## src/rtl/butterfly2_pipe.sv

```systemverilog
// butterfly2_pipe: 3-stage radix-2 DIT butterfly with rounding, optional /2 scaling, saturation and sticky overflow.
// Define BUTTERFLY2_PIPE_CONJ_EN to add i_inverse (conjugated twiddle for the IFFT).
module butterfly2_pipe #(
    parameter int N = 16,
    parameter int Q = 8
) (
    input  logic         i_clk,
    input  logic         i_rst,
    input  logic         i_valid,
    input  logic         i_scale,
`ifdef BUTTERFLY2_PIPE_CONJ_EN
    input  logic         i_inverse,
`endif
    input  logic [N-1:0] i_in0_re,
    input  logic [N-1:0] i_in0_im,
    input  logic [N-1:0] i_in1_re,
    input  logic [N-1:0] i_in1_im,
    input  logic [N-1:0] i_twiddle_re,
    input  logic [N-1:0] i_twiddle_im,
    input  logic         i_clr_ovf,
    output logic         o_valid,
    output logic [N-1:0] o_out0_re,
    output logic [N-1:0] o_out0_im,
    output logic [N-1:0] o_out1_re,
    output logic [N-1:0] o_out1_im,
    output logic         o_ovf
);
    localparam int m = 2 * N;
    localparam logic signed [m:0] half = (m + 1)'(1) <<< (Q - 1);

    // {overflow, value} results: saturate product sum to N+1 bits, final sums to N bits
    function automatic logic [N+1:0] sat_t(input logic signed [m:0] v);
        return (&v[m:N] || !(|v[m:N])) ? {1'b0, v[N:0]} : {1'b1, v[m], {N{~v[m]}}};
    endfunction

    function automatic logic [N:0] sat_o(input logic signed [N+1:0] v);
        return (&v[N+1:N-1] || !(|v[N+1:N-1])) ? {1'b0, v[N-1:0]} : {1'b1, v[N+1], {(N-1){~v[N+1]}}};
    endfunction

    function automatic logic signed [N+1:0] scl(input logic signed [N+1:0] v, input logic s);
        return s ? (v + (N + 2)'(1)) >>> 1 : v;
    endfunction

    logic                s1_valid, s1_scale;
    logic signed [N-1:0] s1_x0_re, s1_x0_im, s1_ar, s1_ai, s1_wr, s1_wi, wi;
`ifdef BUTTERFLY2_PIPE_CONJ_EN
    logic                s1_inv;
`endif

    always_ff @(posedge i_clk or posedge i_rst) begin
        if (i_rst) begin
            s1_valid <= 1'b0;
            s1_scale <= 1'b0;
            s1_x0_re <= '0;
            s1_x0_im <= '0;
            s1_ar    <= '0;
            s1_ai    <= '0;
            s1_wr    <= '0;
            s1_wi    <= '0;
`ifdef BUTTERFLY2_PIPE_CONJ_EN
            s1_inv   <= 1'b0;
`endif
        end else begin
            s1_valid <= i_valid;
            if (i_valid) begin
                s1_scale <= i_scale;
                s1_x0_re <= i_in0_re;
                s1_x0_im <= i_in0_im;
                s1_ar    <= i_in1_re;
                s1_ai    <= i_in1_im;
                s1_wr    <= i_twiddle_re;
                s1_wi    <= i_twiddle_im;
`ifdef BUTTERFLY2_PIPE_CONJ_EN
                s1_inv   <= i_inverse;
`endif
            end
        end
    end

`ifdef BUTTERFLY2_PIPE_CONJ_EN
    // the most negative twiddle has no positive counterpart, so clamp its negation
    assign wi = !s1_inv ? s1_wi : (s1_wi == {1'b1, {(N-1){1'b0}}}) ? {1'b0, {(N-1){1'b1}}} : -s1_wi;
`else
    assign wi = s1_wi;
`endif

    logic signed [m-1:0] p_rr, p_ii, p_ri, p_ir;
    logic signed [m:0]   r_re, r_im;
    logic [N+1:0]        st_re, st_im;
    assign p_rr  = s1_ar * s1_wr;
    assign p_ii  = s1_ai * wi;
    assign p_ri  = s1_ar * wi;
    assign p_ir  = s1_ai * s1_wr;
    assign r_re  = (p_rr - p_ii + half) >>> Q;
    assign r_im  = (p_ri + p_ir + half) >>> Q;
    assign st_re = sat_t(r_re);
    assign st_im = sat_t(r_im);

    logic                s2_valid, s2_scale, s2_sat;
    logic signed [N-1:0] s2_x0_re, s2_x0_im;
    logic signed [N:0]   s2_t_re, s2_t_im;

    always_ff @(posedge i_clk or posedge i_rst) begin
        if (i_rst) begin
            s2_valid <= 1'b0;
            s2_scale <= 1'b0;
            s2_sat   <= 1'b0;
            s2_x0_re <= '0;
            s2_x0_im <= '0;
            s2_t_re  <= '0;
            s2_t_im  <= '0;
        end else begin
            s2_valid <= s1_valid;
            if (s1_valid) begin
                s2_scale <= s1_scale;
                s2_sat   <= st_re[N+1] | st_im[N+1];
                s2_x0_re <= s1_x0_re;
                s2_x0_im <= s1_x0_im;
                s2_t_re  <= st_re[N:0];
                s2_t_im  <= st_im[N:0];
            end
        end
    end

    logic signed [N+1:0] a0_re, a0_im, a1_re, a1_im;
    logic [N:0]          r0_re, r0_im, r1_re, r1_im;
    assign a0_re = s2_x0_re + s2_t_re;
    assign a0_im = s2_x0_im + s2_t_im;
    assign a1_re = s2_x0_re - s2_t_re;
    assign a1_im = s2_x0_im - s2_t_im;
    assign r0_re = sat_o(scl(a0_re, s2_scale));
    assign r0_im = sat_o(scl(a0_im, s2_scale));
    assign r1_re = sat_o(scl(a1_re, s2_scale));
    assign r1_im = sat_o(scl(a1_im, s2_scale));

    always_ff @(posedge i_clk or posedge i_rst) begin
        if (i_rst) begin
            o_valid   <= 1'b0;
            o_out0_re <= '0;
            o_out0_im <= '0;
            o_out1_re <= '0;
            o_out1_im <= '0;
            o_ovf     <= 1'b0;
        end else begin
            o_valid <= s2_valid;
            if (s2_valid) begin
                o_out0_re <= r0_re[N-1:0];
                o_out0_im <= r0_im[N-1:0];
                o_out1_re <= r1_re[N-1:0];
                o_out1_im <= r1_im[N-1:0];
            end
            // a new saturation wins over a clear in the same cycle
            o_ovf <= (s2_valid && (s2_sat || r0_re[N] || r0_im[N] || r1_re[N] || r1_im[N]))
                     || (o_ovf && !i_clr_ovf);
        end
    end
endmodule

```

## config.mk

```make
export PLATFORM = sky130hd
export DESIGN_NAME = butterfly2_pipe
export DESIGN_NICKNAME = d
export VERILOG_FILES = /design/src/rtl/butterfly2_pipe.sv
export SDC_FILE = /design/constraint.sdc
export NUM_CORES = 2
export LEC_CHECK = 0
export CAP_MARGIN = 15
export CORE_MARGIN = 1
export CORE_UTILIZATION = 35
export CTS_CLUSTER_SIZE = 16
export DETAILED_ROUTE_END_ITERATION = 16
export DONT_BUFFER_PORTS = 1
export HOLD_SLACK_MARGIN = 0.06
export PLACE_DENSITY = 0.57
export RECOVER_POWER = 50
export SYNTH_ARGS = -nofsm -noshare
export SYNTH_HDL_FRONTEND = slang
export SYNTH_SLANG_ARGS = --single-unit
```

## constraint.sdc

```tcl
create_clock -name i_clk -period 9.15 [get_ports i_clk]
set_input_delay 1.83 -clock i_clk [delete_from_list [all_inputs] [get_ports i_clk]]
set_output_delay 1.83 -clock i_clk [all_outputs]
set_load 0.1 [all_outputs]
```

Word-level counts from Yosys, hierarchy flattened
Cells that the tools add are included.

Register bits after elaboration: 233. Bits of input ports: 101.

Add/sub/neg operators: 12. $mul: 4. Mux-type cells: 10. Bitwise logic cells: 7. Reductions and logical operators: 32.

Operators by type and width (number): 16-bit by 16-bit multiplier with 32-bit output (4); 18-bit two-way mux (6); 18-bit by 2-bit adder with 18-bit output (second input constant) (4); 17-bit two-way mux (4); 33-bit by 9-bit adder with 33-bit output (second input constant) (2); 16-bit by 17-bit adder with 18-bit output (2); 16-bit by 17-bit subtractor with 18-bit output (2); 32-bit by 32-bit adder with 33-bit output (1); 32-bit by 32-bit subtractor with 33-bit output (1); 9-bit AND reduction (2); 9-bit OR reduction (2); 3-bit AND reduction (4); 3-bit OR reduction (4); 1-bit logical OR (11); 1-bit zero test (7); 1-bit inverter (6); 1-bit logical AND (2); 1-bit bitwise OR (1).

Longest topological paths before layout
Depth after elaboration: 13. Gate-level depth with buffers: 31.

Least setup slack after synthesis
No wires, ideal clock.

Kind: register to register. Start point: register s1_ai[15]. End point: register s2_t_re[9]. Arrival: 8.319 ns. Required time: 9.025 ns. Setup slack: 0.706 ns. Cell stages (with the launch flop): 27. Path buffers: 1. Period minus slack after synthesis: 8.444 ns. Cells stage by stage: dfrtp_1 -> clkbuf_1 -> nand2_1 -> inv_1 -> fa_1 -> fa_1 -> inv_1 -> fa_1 -> fa_1 -> fa_1 -> fa_1 -> fa_1 -> inv_1 -> fa_1 -> inv_1 -> ha_1 -> a21o_1 -> a21o_1 -> a2111oi_0 -> o22ai_1 -> a31oi_1 -> mux2_2 -> a211o_1 -> nor4_1 -> or2_2 -> a21boi_0 -> mux2_2.

Word-level cells in the longest chain between the ends: 7. Elaborated cells between the ends (all ways): 9. Those cells by class: add/sub: 2; mul: 1; mux: 1; bitwise: 1; reduce/logical: 4.

Ends and longest elaborated chain: start, declared (RTL line 45) `logic signed [N-1:0] s1_x0_re, s1_x0_im, s1_ar, s1_ai, s1_wr, s1_wi, wi;`; start signal, assigned (RTL line 70) `s1_ai <= i_in1_im;`; 16-bit by 16-bit multiplier with 32-bit output (*) (RTL line 91) `assign p_ii = s1_ai * wi;`; 32-bit by 32-bit subtractor with 33-bit output (*) (RTL line 94) `assign r_re = (p_rr - p_ii + half) >>> Q;`; 33-bit by 9-bit adder with 33-bit output (*) (RTL line 94); 9-bit OR reduction (RTL line 33) `return (&v[m:N] || !(|v[m:N])) ? {1'b0, v[N:0]} : {1'b1, v[m], {N{~v[m]}}};`; 1-bit zero test (RTL line 33); 1-bit logical OR (RTL line 33); 18-bit two-way mux (*) (RTL line 33); end signal, assigned (RTL line 119) `s2_t_re <= st_re[N:0];`; end, declared (RTL line 101) `logic signed [N:0] s2_t_re, s2_t_im;`.

Mark *: on every way between the ends. The rest lies on a longest branch, timed or not. A chain may end at the register's enable or synchronous reset.

Worst setup path after layout
Start point: register s1_ai[8]. End point: register s2_t_re[9].

Same word-level chain as after synthesis.

==> results.sh <==
export IMPL_status="complete, but fails checks"
export IMPL_violations="capacitance limit, slew limit"
export IMPL_cpMaxStageDelayCell="dfrtp_1"
export IMPL_cts_hold_buffers=0
export IMPL_cts_root_buf="clkbuf_16"
export IMPL_hold_violations=0
export IMPL_slew_violations=222
export IMPL_chipHeight_microns=400
export IMPL_setup_viol=0
export IMPL_synth_fp_nets=7578
export IMPL_muxShareOfSynthArea_pct=3.13
export IMPL_synth_edf_count=0
export IMPL_fin_skew_ns=0.0283
export IMPL_drtPass1Iterations=5
export IMPL_htree_levels=1
export IMPL_fp_dieArea_sq_um=160000
export IMPL_worst_pin_slew_ns=3.63
export IMPL_routed_wl_mm=152
export IMPL_arrival_ns=9.37
export IMPL_timing_fmax_ghz=0.113
export IMPL_tritoncts="built"
export IMPL_synthMostInstantiatedCell="inv_1"
export IMPL_cp_required_ns=9.68
export IMPL_fin_crit_sh_pct=96.6
export IMPL_hold_class="reg2reg"
export IMPL_grt_pass1_wl_mm=242
export IMPL_ioPinCount=167
export IMPL_placed_cell_area_sq_um=58300
export IMPL_antenna_found_initial=23
export IMPL_timing_hold_ws_ns=0.501
export IMPL_drive_gt1_share_pct=7.12
export IMPL_grt_overflow=0
export IMPL_synthFlopType="dfrtp_1"
export IMPL_track_usage_pct=19.6
export IMPL_vias=39600
export IMPL_synthCells=5930
export IMPL_row_count=145
export IMPL_end_kind="flop"
export IMPL_synth_compound_area_share_pct=7.28
export IMPL_maxSlewHeadroom_pct=-143
export IMPL_synth_area_leaders="fa_1 (43%), dfrtp_1 (11%), inv_1 (9.1%), ha_1 (8.4%), and2_1 (5.4%)"
export IMPL_synthXorXnorAreaFrac_pct=2.16
export IMPL_clk_pin_slew_ns=0.06
export IMPL_crit_path_start_kind="flop"
export IMPL_synth_top_family_by_area="adder cells"
export IMPL_design_area_sq_um=59500
export IMPL_fillers=15800
export IMPL_grt_max_degree=101
export IMPL_path_common_cell="fa_1"
export IMPL_top_regs="s2_t_im x17, s2_t_re x17"
export IMPL_yosys_warnings=0
export IMPL_final_nets=7484
export IMPL_portBuffers=0
export IMPL_drc=0
export IMPL_grt_pass1_vias=41900
export IMPL_ys_seq_area_share_pct=10.5
export IMPL_ys_types=92
export IMPL_cp_num_buf_inv=6
export IMPL_wl_per_cell_microns=19.1
export IMPL_cts_buffer_depth=3
export IMPL_cp_max_fo=27
export IMPL_drtIter0Drc=2194
export IMPL_gp_congestion=0.912
export IMPL_synthAdderAreaFrac_pct=50.9
export IMPL_ant_nets=0
export IMPL_die_x_microns=400
export IMPL_ys_ff_latch=233
export IMPL_crit_family="adder cells"
export IMPL_synth_area_sq_um=55300
export IMPL_criticalPathCategory="reg2reg"
export IMPL_ys_top_cells_by_count="inv_1 (1,340), fa_1 (1,177), nand2_1 (621)"
export IMPL_worst_path_largest_cell_delay_ns=0.64
export IMPL_start_util_pct=35.3
export IMPL_maxCapViolations=4
export IMPL_areaGrowthSynthToFinish_pct=7.59
export IMPL_clock_latency_ns=0.67
export IMPL_cts_sinks=233
export IMPL_cts_buffers=31
export IMPL_fin_crit_ns=8.84
export IMPL_synthArstFlopShare_pct=100
export IMPL_core_sq_um=157000
export IMPL_avgSynthCellArea_sq_um=9.33
export IMPL_synthSimpleGateAreaFrac_pct=14.9
export IMPL_synth_top_area_share_pct=42.6
export IMPL_via_per_inst=5.00
export IMPL_place_hpwl_mm=125
export IMPL_synth_area_leader_cell="fa_1"
==> cell usage in the layout (no fill, tap or decap), types with 28 or more instances in the layout <==
cell | netlist | routed
fa_1 | 1177 | 1174
dfrtp_1 | 233 | 214
buf_12 | 0 | 28
clkbuf_16 | 0 | 31
nand3_1 | 36 | 36
xor2_1 | 35 | 35
nand2_1 | 621 | 620
mux2_2 | 135 | 131
o21ai_0 | 102 | 102
inv_1 | 1340 | 1336
nor2b_1 | 66 | 66
nor3_1 | 36 | 35
a21oi_1 | 198 | 197
buf_4 | 2 | 122
and2_1 | 481 | 481
nand2b_1 | 60 | 59
xnor2_1 | 98 | 97
ha_1 | 370 | 370
nor2_1 | 172 | 172
nand4_1 | 33 | 33
==> cell type report <==
class                           instances  area (sq um)  area share (%)
Antenna cell                            6          15.0          0.0252
Clock buffer                           42           827            1.39
Clock inverter                         15           225           0.378
Inverter                             1341          5040            8.47
Multi-Input combinational cell       4072         43500            73.0
Sequential cell                       233          5850            9.83
Tap cell                             2058          2570            4.32
Timing Repair Buffer                  157          1530            2.57
==> path summary, 6_finish.rpt <==
kind | start | to | slack, ns | cells past startpoint
setup / recovery | s1_ai[8] | s2_t_re[9] | 0.31 | 27
hold / removal | s1_scale | s2_scale | 0.50 | 2
setup reg to reg | s1_ai[8] | s2_t_re[9] | 0.31 | 27
hold reg to reg | s1_scale | s2_scale | 0.50 | 2
max in group asynchronous | i_rst | s1_wr[14] | 2.62 | 2
min in group asynchronous | i_rst | o_out0_im[3] | 2.12 | 1
==> through the flow <==
stage	worst slack (ns)	std cells	util, %	TNS [ns]
finish	0.307	7924	38.0	0
global route	-0.0138	7919	38.0	-0.0184
CTS	0.122	7912	37.9	0
detailed placement	-0.152	7855	37.3	-0.395
global placement	-0.116	7855	37.3	-0.311
floorplan	0.706	5930	-	0
==> worst min-delay path, delay by kind of cell, from the launching register on <==
| family | cells | cell delay, ns |
|---|---|---|
| AO/OA/AOI/OAI | 1 | 0.06 |
| flip-flops | 1 | 0.36 |
| AND/OR/NAND/NOR | 1 | 0.05 |
==> routing by layer <==
metal  up-vias  global-route usage (%)  part of all wire [%]
li1      17900                       -                     -
met1     20500                    27.0                    44
met2      1032                    32.2                    47
met3       156                    3.66                   6.9
met4        24                    3.70                   2.3
met5         -                       0                  0.11
==> cell families after synthesis <==
logic type,Yosys count
DFF,233
AOI/OAI and AO/OA,607
muxes,156
buffers and inverters,1625
adders and majority gates,1547
and+or+nand+nor,1627
xor gates and xnor gates,135
==> repair_timing <==
action / in CTS / in global routing
resized for setup: 6 / 38
pin swaps: 0 / 1
setup buffers: 0 / 6
endpoints found under the setup margin: 4 / 33
Power is not shown: default switching activity piles up to over one toggle a cycle in this logic, so the estimate is an artifact.
